File: src/rtl/parity_stream.sv
// rtl/parity_stream.sv - Streaming packet parity generator/checker with one-entry result buffer.
module parity_stream #(
    parameter int DATA_W = 32,
    parameter int CNT_W  = 16
) (
    input  logic              clk,
    input  logic              rst_n,
    input  logic              mode_odd,
    input  logic              s_valid,
    output logic              s_ready,
    input  logic [DATA_W-1:0] s_data,
    input  logic              s_last,
    input  logic              s_par,
    output logic              m_valid,
    input  logic              m_ready,
    output logic              m_parity,
    output logic              m_error,
    output logic [CNT_W-1:0]  err_cnt,
    output logic [CNT_W-1:0]  pkt_cnt,
    output logic              busy
);

    typedef enum logic {
        IDLE = 1'b0,
        ACC  = 1'b1
    } state_t;

    state_t             state_q;
    logic               acc_q;
    logic               mode_q;
    logic               busy_q;
    logic               m_valid_q;
    logic               m_parity_q;
    logic               m_error_q;
    logic [CNT_W-1:0]   err_cnt_q;
    logic [CNT_W-1:0]   pkt_cnt_q;

    logic               beat_par;
    logic               s_accept;
    logic               m_consume;
    logic               eff_mode;
    logic               par_d;
    logic               err_d;

    // A single-beat packet has no latched mode yet, so it uses the live input.
    assign beat_par  = ^s_data;
    assign s_ready   = !m_valid_q || m_ready;
    assign s_accept  = s_valid && s_ready;
    assign m_consume = m_valid_q && m_ready;
    assign eff_mode  = (state_q == IDLE) ? mode_odd : mode_q;
    assign par_d     = acc_q ^ beat_par ^ eff_mode;
    assign err_d     = (par_d != s_par);

    always_ff @(posedge clk or negedge rst_n) begin
        if (!rst_n) begin
            state_q    <= IDLE;
            acc_q      <= 1'b0;
            mode_q     <= 1'b0;
            busy_q     <= 1'b0;
            m_valid_q  <= 1'b0;
            m_parity_q <= 1'b0;
            m_error_q  <= 1'b0;
            err_cnt_q  <= '0;
            pkt_cnt_q  <= '0;
        end else begin
            if (m_consume) begin
                m_valid_q <= 1'b0;
            end
            if (s_accept) begin
                if (state_q == IDLE) begin
                    mode_q <= mode_odd;
                end
                if (s_last) begin
                    state_q    <= IDLE;
                    busy_q     <= 1'b0;
                    acc_q      <= 1'b0;
                    m_valid_q  <= 1'b1;
                    m_parity_q <= par_d;
                    m_error_q  <= err_d;
                    pkt_cnt_q  <= pkt_cnt_q + CNT_W'(1);
                    if (err_d && (err_cnt_q != {CNT_W{1'b1}})) begin
                        err_cnt_q <= err_cnt_q + CNT_W'(1);
                    end
                end else begin
                    state_q <= ACC;
                    busy_q  <= 1'b1;
                    acc_q   <= acc_q ^ beat_par;
                end
            end
        end
    end

    assign m_valid  = m_valid_q;
    assign m_parity = m_parity_q;
    assign m_error  = m_error_q;
    assign err_cnt  = err_cnt_q;
    assign pkt_cnt  = pkt_cnt_q;
    assign busy     = busy_q;

endmodule

File: config.mk
export PLATFORM = sky130hd
export DESIGN_NAME = parity_stream
export DESIGN_NICKNAME = d
export VERILOG_FILES = /design/src/rtl/parity_stream.sv
export SDC_FILE = /design/constraint.sdc
export NUM_CORES = 1
export LEC_CHECK = 0
export CAP_MARGIN = 20
export CORE_ASPECT_RATIO = 0.8
export CORE_UTILIZATION = 40
export CTS_CLUSTER_SIZE = 16
export DETAILED_ROUTE_END_ITERATION = 8
export PLACE_DENSITY = 0.77
export SLEW_MARGIN = 20
export SYNTH_ARGS = -nofsm -noshare
export SYNTH_HDL_FRONTEND = slang
export SYNTH_SLANG_ARGS = --single-unit
File: constraint.sdc
create_clock -name clk -period 2 [get_ports clk]
set_input_delay 0.4 -clock clk [delete_from_list [all_inputs] [get_ports clk]]
set_output_delay 0.4 -clock clk [all_outputs]
set_load 0.03 [all_outputs]
Yosys cells after proc, flatten, opt, wreduce, memory -nomap -nowiden
Cells that the tools add are included.

cells by class
  add/subtract/negate cells = 2
  equality and inequality tests = 2
  muxes and demuxes = 6
  bitwise gates (word level) = 2
  reductions and logical operators = 8

operators by type and width
  kind                                           count
  adder 16 x 1 -> 16 bit, second input constant  2
  parity 32 bit                                  1
  inequality test 16 bit, second input constant  1
  2-to-1 mux 1 bit                               6
  logical AND 1 bit                              3
  AND reduction 3 bit                            1
  AND reduction 2 bit                            1
  XOR 1 bit                                      2
  logical NOT 1 bit                              1
  logical OR 1 bit                               1
  inequality test 1 bit                          1

word-level totals
  bits in registers = 38
  output and inout bits = 37
  logic and storage cells = 28

Logic depth before layout (Yosys ltp)
  depth in word-level cells = 6
  gate-level depth with buffers = 8
  mapped depth without buffers = 8

Worst setup path after synthesis
Ideal clock, no wire load.

  path type = reg-to-reg
  start point = reg m_valid_q, in the netlist m_valid
  end point = reg pkt_cnt_q[13], in the netlist pkt_cnt[13]
  arrival time = 2.077 ns
  data required time = 1.867 ns
  slack = -0.210 ns
  cell stages (with the launch flop) = 9
  clock period less this slack = 2.210 ns
  cells stage by stage = dfrtp_1 > nand2b_1 > and3_1 > clkbuf_1 > and4_1 > nand2_1 > nor2_1 > nand3_1 > xnor2_1

between the ends
  cells in the longest elaborated chain, start to end = 4

ends and longest elaborated chain
  element                               line  source
  from (decl)                           32    logic m_valid_q;
  from (signal assigned)                60    m_valid_q <= 1'b0;
  from (signal assigned)                67    m_valid_q <= 1'b0;
  from (signal assigned)                77    m_valid_q <= 1'b1;
  logical NOT 1 bit                     47    assign s_ready = !m_valid_q || m_ready;
  logical OR 1 bit                      47
  net s_ready                           10    output logic s_ready,
  logical AND 1 bit                     48    assign s_accept = s_valid && s_ready;
  AND reduction 2 bit (no source line)  --
  to (signal assigned)                  80    pkt_cnt_q <= pkt_cnt_q + CNT_W'(1);
  to (decl)                             36    logic [CNT_W-1:0] pkt_cnt_q;

The timed path passes the listed nets, and every way through them passes these cells.
A chain may end at the register's enable or synchronous reset.

Worst setup path after layout
  start point = in s_data[20]
  end point = reg err_cnt_q[1], in the netlist err_cnt[1]

between the ends
  cells in the longest elaborated chain, start to end = 6

ends and longest elaborated chain
  element                               line  source
  from (decl)                           11    input logic [DATA_W-1:0] s_data,
  parity 32 bit                         46    assign beat_par = ^s_data;
  XOR 1 bit (2 in series)               51    assign par_d = acc_q ^ beat_par ^ eff_mode;
  inequality test 1 bit                 52    assign err_d = (par_d != s_par);
  logical AND 1 bit                     81    if (err_d && (err_cnt_q != {CNT_W{1'b1}})) begin
  AND reduction 3 bit (no source line)  --
  to (signal assigned)                  82    err_cnt_q <= err_cnt_q + CNT_W'(1);
  to (decl)                             35    logic [CNT_W-1:0] err_cnt_q;

Every way passes these cells.

==> impl_results.md <==
- Status: complete, but fails checks
- Violated checks: setup timing
- RePlAce Congestion: 0.750
- IO Port Bufs: 75
- 1st-iter DRT viols: between 70 and 80
- Area Growth Syn to Fin: 55.3%
- P_sw: 0.00140 W
- H-tree depth: 2
- CTS buffer count: 5
- Measured slew at the worst slew-check pin: 430 ps
- Post-Syn Instances: around 190
- Final Cycle Share: 107%
- Die area: around 0.0055 mm^2
- IR drop worst, VDD: around 0.9 mV
- Root Driver: clkbuf_8
- Multi-input logic area: 0.00121 mm^2
- P_int: 0.00244 W
- FP Rows: 23
- GRT busiest layer: met2
- Crit Path Category: in -> reg
- Pwr Density: 1190 mW/mm^2
- First-pass GRT wire length: 7740 um
- Worst flop-to-flop path startpoint: acc_q
- Setup WS pre-CTS: -718 ps
- Vias in the first global route: 1696
- Comb power frac: 58.2%
- M1 GR Usage: 24.3%
- Clock buffer depth: 2
- Hold/Removal Path Class: in -> async
- Share of the synthesized area in the top cell type: a little under half
- Fin. max-slew vios: 0
- Syn. warnings: 0
- Placed cell count: 343
- Mean post-synth cell area: 11.2 um^2
- Worst reg2reg path depth: 7
- FF+latch area: 951 um^2
- Pin count of the biggest net entering global routing: 22
- Grt met3 use: 4.97%
- Slack of the critical path: -133 ps
- Tot GR Track Use: around a fifth
- Hold slack: 37.9 ps
- Clock Pin Slew Worst Setup and Hold Paths: 80 ps
- Post-Syn Area: ~0.0021 mm^2
- IO Pins: 76
- Lkg Pwr: 1.47 nW
- Worst Setup End Kind: flip-flop
- Vias: 1663
- Area leader, netlist: dfrtp_1
- Clk network pwr share: 14.5%
- Synth Net Count: between 200 and 250
- Final hold violation count: 0
- Later-pin clock latency in the skew report: 290 ps
- Finished Layout Cells: 355
- FMAX: 469 MHz
- Switching share of power: 36.4%
- Detailed-route DRC error count: 0
- Sequential element share of the synthesized area: around 46%
- Ant diodes: 0
- Initial antenna violation count: 0
- Dpl hpwl: roughly 3600 um
- Reg power frac: 27.3%
- CTS sink cnt: 38
- Setup TNS: -999 ps
- Synth top area cells: dfrtp_1 (46%), xnor2_1 (19%), xor2_1 (5.1%), nand3_1 (4.3%), nand2_1 (3.6%)
- Worst Path Max Fanout: 6
- Initial Utilization: 41.5%
- RSZ-0062 raised after global routing: true
- Synth Register Bits: 38
- Fillers: 415
- Post-route ant nets: 0
- Final Skew: 8.50 ps
- Gr ovfl total: 0
- Critical R2R Capture: err_cnt[1]
- Drt pass-1 iters: 4
- Routed len/inst: approximately 13 um
- Grt met2 use: 32.1%
- Synth cell types: 25
- Critical path arrival: 2300 ps
- CP Launch Type: input pin
- Total wire length: 4660 um
- Vias/cell: 4.68
- Die Span Y: 66.4 um
- Minimum clock period: 2130 ps
- NumNets Final: approximately 330
- Fraction of layout cells with a size suffix above 1: 26.3%
- Finish-stage setup viols: 15
- Reg-to-reg slack, setup: -80 ps
- Total power draw: approximately 0.0038 W
- CTS tree: yes
- Die Wd: 82.5 um
- Slew headroom: 71.3%
- Crit path required time: ~2200 ps
- Max-Cap Viols: 0
- Core box area: roughly 0.005 mm^2
what timing repair did:
action,in CTS,in global routing
resized for setup,75,13
hold endpoints to repair,0,0
hold buffers,0,0
setup endpoints to repair,19,19
pin swaps,36,12
setup buffers,2,2
Yosys cell counts:
| cell | instances |
|---|---|
| nand2_1 | 20 |
| a21oi_1 | 1 |
| xnor2_2 | 1 |
| xnor2_4 | 2 |
| mux2_2 | 1 |
| o21ai_0 | 1 |
| nand3_1 | 18 |
| and3_1 | 8 |
| xnor2_1 | 46 |
| buf_6 | 1 |
| mux2_1 | 2 |
| and4_1 | 3 |
| nor3b_2 | 5 |
| ha_1 | 2 |
| a22o_1 | 1 |
| nand4_1 | 5 |
| nand2b_1 | 1 |
| xnor3_2 | 2 |
| clkbuf_1 | 1 |
| mux2i_1 | 1 |
| xor2_1 | 12 |
| dfrtp_1 | 38 |
| nor2_1 | 10 |
| nor3_1 | 1 |
| inv_1 | 3 |
kinds of logic (layout without fill, tap and decap cells):
kind of cell,Yosys count,after routing,share of synthesized area [%]
compound gates,3,3,0.904
xor+xnor,63,63,30.2
fa+ha+maj,2,2,1.21
buf+inv,5,112,1.27
flops,38,38,45.8
mux,4,4,2.11
simple gates,71,71,18.5
power groups by stage:
stage / Combinational (W) / Clock (W) / Sequential, W
floorplan: 0.00100 / 0 / 0.00126
global placement: 0.00183 / 0 / 0.00105
detailed placement: 0.00185 / 0 / 0.00106
CTS: 0.00207 / 0.000562 / 0.00104
global route: 0.00239 / 0.000597 / 0.00107
finish: 0.00224 / 0.000557 / 0.00105
state kept, by name, summed over array words and instances (netlist names):
name and count:
m_parity 1, busy 1, mode_q 1, m_valid 1, err_cnt 16, m_error 1
acc_q 1, pkt_cnt 16
layout by cell type (no fill, tap or decap), drive strengths merged:
master         count
inv                3
nand3             18
xor2              12
nand2             20
nand2b             1
dlygate4sd2       10
nor2              10
mux2i              1
and3               8
dfrtp             38
nor3b              5
xnor2             49
a21oi              1
clkinvlp           1
nand4              5
clkinv             1
clkdlybuf4s50     41
clkbuf             9
o21ai              1
mux2               3
nor3               1
xnor3              2
dlymetal6s2s       1
a22o               1
clkdlybuf4s15      6
buf               40
ha                 2
and4               3
layer usage:
metal	vias to the layer above	routed length, um
met1	785	2130
met4	0	61
met2	41	2260
met3	6	214
li1	831	-
met5	-	0
cell type report:
cell class | count | area share [%]
Timing Repair Buffer | 101 | 27.3
Sequential cell | 38 | 29.5
Clock inverter | 2 | 0.388
Clock buffer | 6 | 2.56
Multi-Input combinational cell | 143 | 37.5
Inverter | 3 | 0.349
Tap cell | 62 | 2.41
worst max-delay path by stage:
stage,start,end,cells past startpoint
floorplan,s_data[24],err_cnt[1],7
global placement,s_data[27],err_cnt[12],8
detailed placement,s_data[5],err_cnt[7],9
CTS,acc_q,err_cnt[12],7
global route,acc_q,err_cnt[1],7
finish,s_data[20],err_cnt[1],8
critical path, cell delays in order:
cell           delay (ps)
dlygate4sd2_1         240
xnor2_1               160
xnor2_1               160
xnor3_2               420
xnor2_4               170
xnor2_4               260
nand2_1               130
mux2_1                350
metrics by stage:
| stage | instance area, um^2 | util (%) |
|---|---|---|
| after floorplan | 2100 | - |
| after global placement | 3090 | 61.6 |
| after detailed placement | 3090 | 61.6 |
| after CTS | 3180 | 63.5 |
| after global routing | 3220 | 64.4 |
| final | 3220 | 64.4 |
Note: power is estimated with default switching activity, not from simulation.
